**src/rtl/systolic_pkg.sv**
```systemverilog
// Shared definitions for the systolic array feeder, array and drain stage.
//   skew_state_t   : feeder FSM state encoding
//   clog2_min1()   : bit width needed to hold values 0..n-1, never below 1
//   SYSTOLIC_LANE  : lane r slice of a packed vector of dw-bit elements
`ifndef SYSTOLIC_LANE
`define SYSTOLIC_LANE(vec, r, dw) vec[((r)+1)*(dw)-1 -: (dw)]
`endif

package systolic_pkg;

    typedef enum logic [1:0] {IDLE, STREAM, FLUSH} skew_state_t;

    function automatic int clog2_min1(input int n);
        return (n <= 2) ? 1 : $clog2(n);
    endfunction

endpackage

```
**src/rtl/systolic_act_skewer_if.sv**
```systemverilog
// Activation input stream of the skewer (valid/ready with end-of-block marker).
//   s_valid : beat valid          (master -> slave)
//   s_ready : beat ready          (slave -> master)
//   s_data  : packed lane vector  (master -> slave), lane r = [(r+1)*DW-1 -: DW]
//   s_last  : last beat of block  (master -> slave)
interface systolic_act_skewer_if #(
    parameter int ARRAY_ROWS = 4,
    parameter int DATA_WIDTH = 8
);
    logic                             s_valid;
    logic                             s_ready;
    logic [ARRAY_ROWS*DATA_WIDTH-1:0] s_data;
    logic                             s_last;

    modport master (output s_valid, output s_data, output s_last, input s_ready);
    modport slave  (input s_valid, input s_data, input s_last, output s_ready);
endinterface

```
**src/rtl/skew_delay_line.sv**
```systemverilog
// DEPTH-stage shift register of {valid, data} for one skew lane.
//   clk, rst  : clock, asynchronous active-high clear
//   en        : advance enable; all stages hold when low
//   in_valid  : valid entering stage 0
//   in_data   : data entering stage 0
//   out_valid : valid leaving the last stage
//   out_data  : data leaving the last stage
module skew_delay_line #(
    parameter int DEPTH      = 1,
    parameter int DATA_WIDTH = 8
) (
    input  logic                  clk,
    input  logic                  rst,
    input  logic                  en,
    input  logic                  in_valid,
    input  logic [DATA_WIDTH-1:0] in_data,
    output logic                  out_valid,
    output logic [DATA_WIDTH-1:0] out_data
);

    logic [DEPTH-1:0]      vld;
    logic [DATA_WIDTH-1:0] dat [DEPTH];

    // NOTE: the data stages are cleared too, not just valid, so the array
    // never sees leftover data after a reset.
    always_ff @(posedge clk or posedge rst) begin
        if (rst) begin
            vld <= '0;
            for (int i = 0; i < DEPTH; i++) dat[i] <= '0;
        end else if (en) begin
            // NOTE: non-blocking assignments let every stage sample the value
            // its predecessor held before this edge.
            vld[0] <= in_valid;
            dat[0] <= in_data;
            for (int i = 1; i < DEPTH; i++) begin
                vld[i] <= vld[i-1];
                dat[i] <= dat[i-1];
            end
        end
    end

    assign out_valid = vld[DEPTH-1];
    assign out_data  = dat[DEPTH-1];

endmodule

```
**src/rtl/systolic_act_skewer.sv**
```systemverilog
// Upstream feeder of the weight-stationary systolic array: applies the
// diagonal skew (lane r delayed r+1 cycles), flushes at end of block and
// reports completion.
//   clk, rst   : clock, asynchronous active-high reset
//   s          : activation input stream (slave side)
//   stall      : downstream hold; freezes the feeder and the array
//   act_out    : skewed activations to the array act_in
//   act_valid  : per-lane valid, skewed like act_out
//   arr_enable : array enable (= !stall)
//   busy       : FSM not idle
//   done       : one-cycle pulse when the flush completes
//   beat_cnt   : beats accepted in the current block, saturating
module systolic_act_skewer
    import systolic_pkg::*;
#(
    parameter int ARRAY_ROWS = 4,
    parameter int DATA_WIDTH = 8,
    parameter int CNT_WIDTH  = 16
) (
    input  logic                             clk,
    input  logic                             rst,
    systolic_act_skewer_if.slave             s,
    input  logic                             stall,
    output logic [ARRAY_ROWS*DATA_WIDTH-1:0] act_out,
    output logic [ARRAY_ROWS-1:0]            act_valid,
    output logic                             arr_enable,
    output logic                             busy,
    output logic                             done,
    output logic [CNT_WIDTH-1:0]             beat_cnt
);

    localparam int FLUSH_W = clog2_min1(ARRAY_ROWS + 1);

    skew_state_t        state, state_next;
    logic [FLUSH_W-1:0] flush_cnt, flush_next;
    logic               advance;
    logic               accept;

    assign advance    = !stall;
    assign arr_enable = advance;
    assign s.s_ready  = advance && (state != FLUSH);
    assign accept     = s.s_valid && s.s_ready;
    assign busy       = (state != IDLE);

    always_ff @(posedge clk or posedge rst) begin
        if (rst) begin
            state     <= IDLE;
            flush_cnt <= '0;
        end else begin
            state     <= state_next;
            flush_cnt <= flush_next;
        end
    end

    // flush_cnt counts the flush cycles still to go, including the current
    // one; done fires on the last of them, which is the cycle the deepest
    // lane presents the final beat.
    always_comb begin
        // NOTE: defaults first so every path assigns every output and no
        // latch is inferred.
        state_next = state;
        flush_next = flush_cnt;
        done       = 1'b0;
        if (advance) begin
            unique case (state)
                IDLE, STREAM: begin
                    if (accept) begin
                        if (s.s_last) begin
                            state_next = FLUSH;
                            flush_next = FLUSH_W'(ARRAY_ROWS);
                        end else begin
                            state_next = STREAM;
                        end
                    end
                end
                FLUSH: begin
                    flush_next = flush_cnt - FLUSH_W'(1);
                    if (flush_cnt == FLUSH_W'(1)) begin
                        done       = 1'b1;
                        state_next = IDLE;
                    end
                end
                default: state_next = IDLE;
            endcase
        end
    end

    // First accept of a block loads 1; later accepts saturate at all-ones.
    always_ff @(posedge clk or posedge rst) begin
        if (rst) begin
            beat_cnt <= '0;
        end else if (accept) begin
            if (state == IDLE)      beat_cnt <= CNT_WIDTH'(1);
            else if (beat_cnt != '1) beat_cnt <= beat_cnt + CNT_WIDTH'(1);
        end
    end

    // Non-accept cycles push zero data with valid low, so the array sees
    // clean bubbles rather than stale activations.
    for (genvar r = 0; r < ARRAY_ROWS; r++) begin : g_lane
        logic [DATA_WIDTH-1:0] lane_in;

        assign lane_in = accept ? `SYSTOLIC_LANE(s.s_data, r, DATA_WIDTH) : '0;

        skew_delay_line #(
            .DEPTH      (r + 1),
            .DATA_WIDTH (DATA_WIDTH)
        ) u_delay (
            .clk       (clk),
            .rst       (rst),
            .en        (advance),
            .in_valid  (accept),
            .in_data   (lane_in),
            .out_valid (act_valid[r]),
            .out_data  (`SYSTOLIC_LANE(act_out, r, DATA_WIDTH))
        );
    end

endmodule

```
**src/flat_wrapper.sv**
```systemverilog
// flat-port wrapper written by rule: the top's interface ports become plain ports
module systolic_act_skewer_flat import systolic_pkg::*;
#(
    parameter int ARRAY_ROWS = 4,
    parameter int DATA_WIDTH = 8,
    parameter int CNT_WIDTH  = 16
)
  (clk, rst, stall, act_out, act_valid, arr_enable, busy, done, beat_cnt, s_s_valid, s_s_data, s_s_last, s_s_ready);
  systolic_act_skewer_if #(.ARRAY_ROWS(ARRAY_ROWS), .DATA_WIDTH(DATA_WIDTH)) s_i ();
  input  logic clk;
  input  logic rst;
  input  logic stall;
  output logic [ARRAY_ROWS*DATA_WIDTH-1:0] act_out;
  output logic [ARRAY_ROWS-1:0] act_valid;
  output logic arr_enable;
  output logic busy;
  output logic done;
  output logic [CNT_WIDTH-1:0] beat_cnt;
  input wire logic [$bits(s_i.s_valid)-1:0] s_s_valid;
  input wire logic [$bits(s_i.s_data)-1:0] s_s_data;
  input wire logic [$bits(s_i.s_last)-1:0] s_s_last;
  output wire logic [$bits(s_i.s_ready)-1:0] s_s_ready;
  assign s_i.s_valid = s_s_valid;
  assign s_i.s_data = s_s_data;
  assign s_i.s_last = s_s_last;
  assign s_s_ready = s_i.s_ready;
  systolic_act_skewer #(.ARRAY_ROWS(ARRAY_ROWS), .DATA_WIDTH(DATA_WIDTH), .CNT_WIDTH(CNT_WIDTH)) u_core (.clk(clk), .rst(rst), .s(s_i), .stall(stall), .act_out(act_out), .act_valid(act_valid), .arr_enable(arr_enable), .busy(busy), .done(done), .beat_cnt(beat_cnt));
endmodule
```
**config.mk**
```make
export PLATFORM = sky130hd
export DESIGN_NAME = systolic_act_skewer_flat
export DESIGN_NICKNAME = d
export VERILOG_FILES = /design/src/rtl/systolic_pkg.sv /design/src/rtl/systolic_act_skewer_if.sv /design/src/rtl/skew_delay_line.sv /design/src/rtl/systolic_act_skewer.sv /design/src/flat_wrapper.sv
export SDC_FILE = /design/constraint.sdc
export NUM_CORES = 1
export LEC_CHECK = 0
export ABC_AREA = 1
export BUFFER_PORTS_ARGS = -buffer_cell sky130_fd_sc_hd__buf_2
export CAP_MARGIN = 20
export CORE_MARGIN = 5
export CORE_UTILIZATION = 35
export DETAILED_ROUTE_END_ITERATION = 8
export GPL_TIMING_DRIVEN = 0
export HOLD_SLACK_MARGIN = 0.1
export PLACE_DENSITY = 0.6
export SLEW_MARGIN = 10
export SYNTH_ARGS = -nofsm -noshare
export SYNTH_HDL_FRONTEND = slang
export SYNTH_SLANG_ARGS = --single-unit
```
**constraint.sdc**
```tcl
create_clock -name clk -period 8.5 [get_ports clk]
set_input_delay 0.85 -clock clk [delete_from_list [all_inputs] [get_ports clk]]
set_output_delay 0.85 -clock clk [all_outputs]
set_load 0.03 [all_outputs]
```
Yosys cells after proc, flatten, opt, wreduce, memory -nomap -nowiden:

Cells that the tools add are included.

* logic and storage cells: 55
* output and inout port bits: 56
* ROM bits: 0
* register bits: 111
* latch bits: 0
* memories kept: 0
* RAM bits: 0
* input bits: 37

* div/mod/pow operators: 0
* bitwise logic cells: 1
* eq/ne operators: 8
* order comparisons: 0
* multiplexer cells: 16
* add/subtract/negate cells: 2
* reduce and logical (&&, ||, !) cells: 11
* multiply operators: 0
* shift-type cells: 0

Operators with widths (count)
* $mux W16: 2
* $mux W8: 4
* $add A16 B1 Y16 const B: 1
* $ne A16 B16 Y1 const B: 1
* $mux W2: 3
* $mux W3: 2
* $pmux W3 S2: 1
* $reduce_bool A2 Y1: 3
* $ne A2 B1 Y1 const B: 2
* $ne A2 B2 Y1 const B: 2
* $pmux W2 S2: 1
* $reduce_and A4 Y1: 1
* $eq A3 B1 Y1 const B: 1
* $mux W1: 3
* $reduce_and A3 Y1: 1
* $sub A3 B1 Y3 const B: 1
* $eq A2 B1 Y1 const B: 1
* $eq A2 B2 Y1 const B: 1
* $logic_and A1 B1 Y1: 2
* $logic_not A2 Y1: 1
* $reduce_and A2 Y1: 1
* $reduce_or A2 Y1: 1
* $logic_not A1 Y1: 1
* $not A1 Y1: 1

Depth between registers and ports, before layout:

* depth after elaboration: 5
* mapped depth: 10
* mapped depth without buffers: 10

Cells and area by module:

A second synthesis with hierarchy kept.

* cells, all modules: 672
* area total of the unflattened synthesis: 5412.7 sq um

By module, submodules not included
* systolic_act_skewer: times used 1, cells each 264, area an instance 1674.1 sq um, seq. area each 525.5 sq um
* skew_delay_line (u_core.g_lane[3].u_delay): times used 1, cells each 161, area an instance 1486.4 sq um, seq. area each 900.9 sq um
* skew_delay_line (u_core.g_lane[2].u_delay): times used 1, cells each 123, area an instance 1132.3 sq um, seq. area each 675.6 sq um
* skew_delay_line (u_core.g_lane[1].u_delay): times used 1, cells each 85, area an instance 774.5 sq um, seq. area each 450.4 sq um
* skew_delay_line (u_core.g_lane[0].u_delay): times used 1, cells each 39, area an instance 345.3 sq um, seq. area each 225.2 sq um

Worst setup path before layout:

OpenSTA, ideal clock, no wires.

* path type: input port to output port
* start point: input port stall
* end point: output port done
* path slack: 5.863 ns
* data arrival time: 1.787 ns
* stages: 4
* path buffers: 1
* required time: 7.650 ns
* cell sequence: clkbuf_1 > nor3_1 > inv_1 > nor2_1

* longest elaborated chain between the ends: 1

RTL lines
* start, declared: line flat_wrapper.sv:12 `input logic stall;`
* $mux W1: line systolic_act_skewer.sv:64 `if (advance) begin`
* end, declared: line flat_wrapper.sv:17 `output logic done;`

No other way between the ends.

Final worst setup path:

* start point: input port stall
* end point: output port arr_enable

* longest elaborated chain between the ends: 1

RTL lines
* $logic_not A1 Y1: line systolic_act_skewer.sv:39 `assign advance = !stall;`
* end, declared: line flat_wrapper.sv:15 `output logic arr_enable;`

No other way between the ends.

==> run summary <==
status = finished, final reports clean
Hold WC Path Type = flip-flop to flip-flop
Slew @ Worst Pin = 0.448 ns
Critical Path Fanout Max = 10
worst endpoint data arrival time = 2.00 ns
Max-Cap Viols = 0
Tcrit/Tclk final = 0.336
NumNets Final = 648
DRC = 0
initial antenna violation count = 1
Slew headroom = 0.701
Final setup viols = 0
first-pass GRT wire length = 17500 µm
TNS Setup = 0 ns
register area share after synthesis = 0.573
Max H-tree Level = 3
pwr dens = 249 nW/µm²
ANT nets after route = 0
DIE WIDTH = 124 µm
filler instances = 1302
synthesized area per cell = 9.08 µm²
clk_skew = 0.00587 ns
share of layout cells above drive strength 1 = 0.263
syn nets = 545
CTS root buffer = clkbuf_16
WL/cell = 13.2 µm
Synth cell types = 29
vias per inst = 4.49
vias in the first global route = 3606
grt ovf = 0
Total GRT Usage = 0.138
number of buffers created by CTS = 9
Bufs on Longest Clock Path = 2
Area Growth Syn to Fin = 21.8%
commonest non-fill, non-tap cells in the layout = nand2_1, dfrtp_1, buf_2, o21ai_0, inv_1
clock latency on the worst-skew pair = 0.34 ns
Yosys reg bits = 105
Mapped Area = 4580 µm²
gp weighted congestion = 0.846
hpwl dp = 7580 µm
R2R Setup Slk = 6.81 ns
largest net degree at the start of global routing = 68
Final Hold Fails = 0
Min Hold Slack = 0.471 ns
total wire length = 10400 µm
Post-DP Area = 5290 µm²
die area = 15500 µm²
Ports = 93
Setup WS pre-CTS = 5.64 ns
unrepaired setup endpoints after global routing = false
vias = 3529
setup ws final = 5.65 ns
DR iter-0 viols = 153
worst r2r path cells = 10
CTS resizes = 0
WP data required = 7.65 ns
commonest non-fill, non-tap cell in the layout = nand2_1
crit path time final = 2.85 ns
VDD IR-drop max = 0.109 mV
CTS tree = built
crit start category = primary input
crit end category = output pin
Achievable Freq = 0.351 GHz
Final Max Tran Viols = 0
Hold Crit Depth = 2
Core Area = 12700 µm²
synthesis warning total = 0
Row Count = 41
crit path kind = primary input to output pin
# clock sinks = 105
die height = 124 µm
CTS Hold Bufs = 0
Design Area, Final = 5590 µm²
static leakage = 2.87 nW
port bufs = 91
post-CTS setup buffer count = 0
First-pass DRT Iterations = 5
cell count after synthesis = 505
Starting Density = 0.360
clock slew at reported path FFs = 0.07 ns
[per-layer routing]
metal,wire [µm],vias to the layer above,track usage
met4,170,2,0.0516
met3,563,15,0.0395
met5,13,-,0
li1,-,1770,-
met1,4990,1666,0.186
met2,4660,76,0.212
[synthesized netlist by cell type]
cell      count  area (µm²)
inv_4         1        6.26
xor2_1        5        43.8
or2_2         1        6.26
buf_4        28         210
buf_12        1        20.0
a21oi_1       3        15.0
xnor2_1       3        26.3
nor2_4        1        11.3
dfrtp_1     105        2630
nand2_1     157         589
nand3_4       1        17.5
buf_2         8        40.0
nand2_2       3        18.8
o21ai_0      69         345
o21bai_1      1        7.51
nor3_4        1        16.3
nand2_4       1        11.3
o21ai_2       3        26.3
a22o_1        8        70.1
inv_1        48         180
nand2_8       1        20.0
ha_1          3        37.5
clkbuf_1     10        37.5
nor2_1       19        71.3
nor2_2        4        25.0
o31ai_1       1        7.51
o22ai_1       1        6.26
nor3_1        2        10.0
nand3_1      16        80.1
[logic make-up (layout without fill, tap and decap cells)]
group | after synthesis | count (layout) | synth area share
AO/OA/AOI/OAI | 86 | 86 | 0.104
adder cells (fa/ha/maj) | 3 | 3 | 0.00819
XOR/XNOR | 8 | 8 | 0.0153
buffers and inverters | 96 | 204 | 0.108
AND/OR/NAND/NOR | 207 | 207 | 0.191
other | 0 | 1 | 0
flip-flops | 105 | 105 | 0.573
[report_power, final]
group	leakage, nW	total [mW]	internal (mW)	switching (mW)
clock network	0.137	0.419	0.231	0.188
registers	1.40	0.628	0.581	0.0473
logic	1.34	0.343	0.119	0.224
total	2.87	1.39	0.931	0.460
[layout make-up]
| type | instances | area, µm² | area share |
|---|---|---|---|
| Antenna cell | 1 | 2.50 | 0.000448 |
| Timing Repair Buffer | 92 | 483 | 0.0865 |
| Multi-Input combinational cell | 304 | 1460 | 0.262 |
| Tap cell | 172 | 215 | 0.0385 |
| Buffer | 47 | 308 | 0.0551 |
| Clock buffer | 11 | 233 | 0.0417 |
| Inverter | 49 | 191 | 0.0343 |
| Sequential cell | 105 | 2630 | 0.470 |
| Clock inverter | 5 | 62.6 | 0.0112 |
[path summary, 6_finish.rpt]
| check | startpoint | end |
|---|---|---|
| worst max-delay path | stall | arr_enable |
| worst min-delay path | u_core.g_lane[2].u_delay.dat[15] | u_core.g_lane[2].u_delay.out_data[7] |
| worst max register to register | u_core.beat_cnt[0] | u_core.beat_cnt[14] |
| worst min register to register | u_core.g_lane[2].u_delay.dat[15] | u_core.g_lane[2].u_delay.out_data[7] |
| max in group asynchronous | rst | u_core.g_lane[3].u_delay.dat[22] |
| min in group asynchronous | rst | u_core.state[1] |
[metrics by stage]
step / utilization / std cells / power (mW)
3_3_place_gp: 0.413 / 768 / 0.972
6_report: 0.439 / 786 / 1.39
5_1_grt: 0.439 / 785 / 1.47
3_5_place_dp: 0.416 / 769 / 0.985
4_1_cts: 0.439 / 785 / 1.41
2_1_floorplan: - / 505 / 0.882
[worst max-delay path, cell delays in order]
cell and delay [ns]:
clkbuf_1 0.20, inv_1 0.26, clkbuf_1 0.40, buf_2 0.29
[state kept, by name (all words and copies together) (netlist names)]
signal,cells
u_core.g_lane.u_delay.dat,48
u_core.g_lane.u_delay.out_data,32
u_core.beat_cnt,16
u_core.g_lane.u_delay.vld,4
u_core.flush_cnt,3
u_core.state,2
Power figures use the tool's default switching activity.
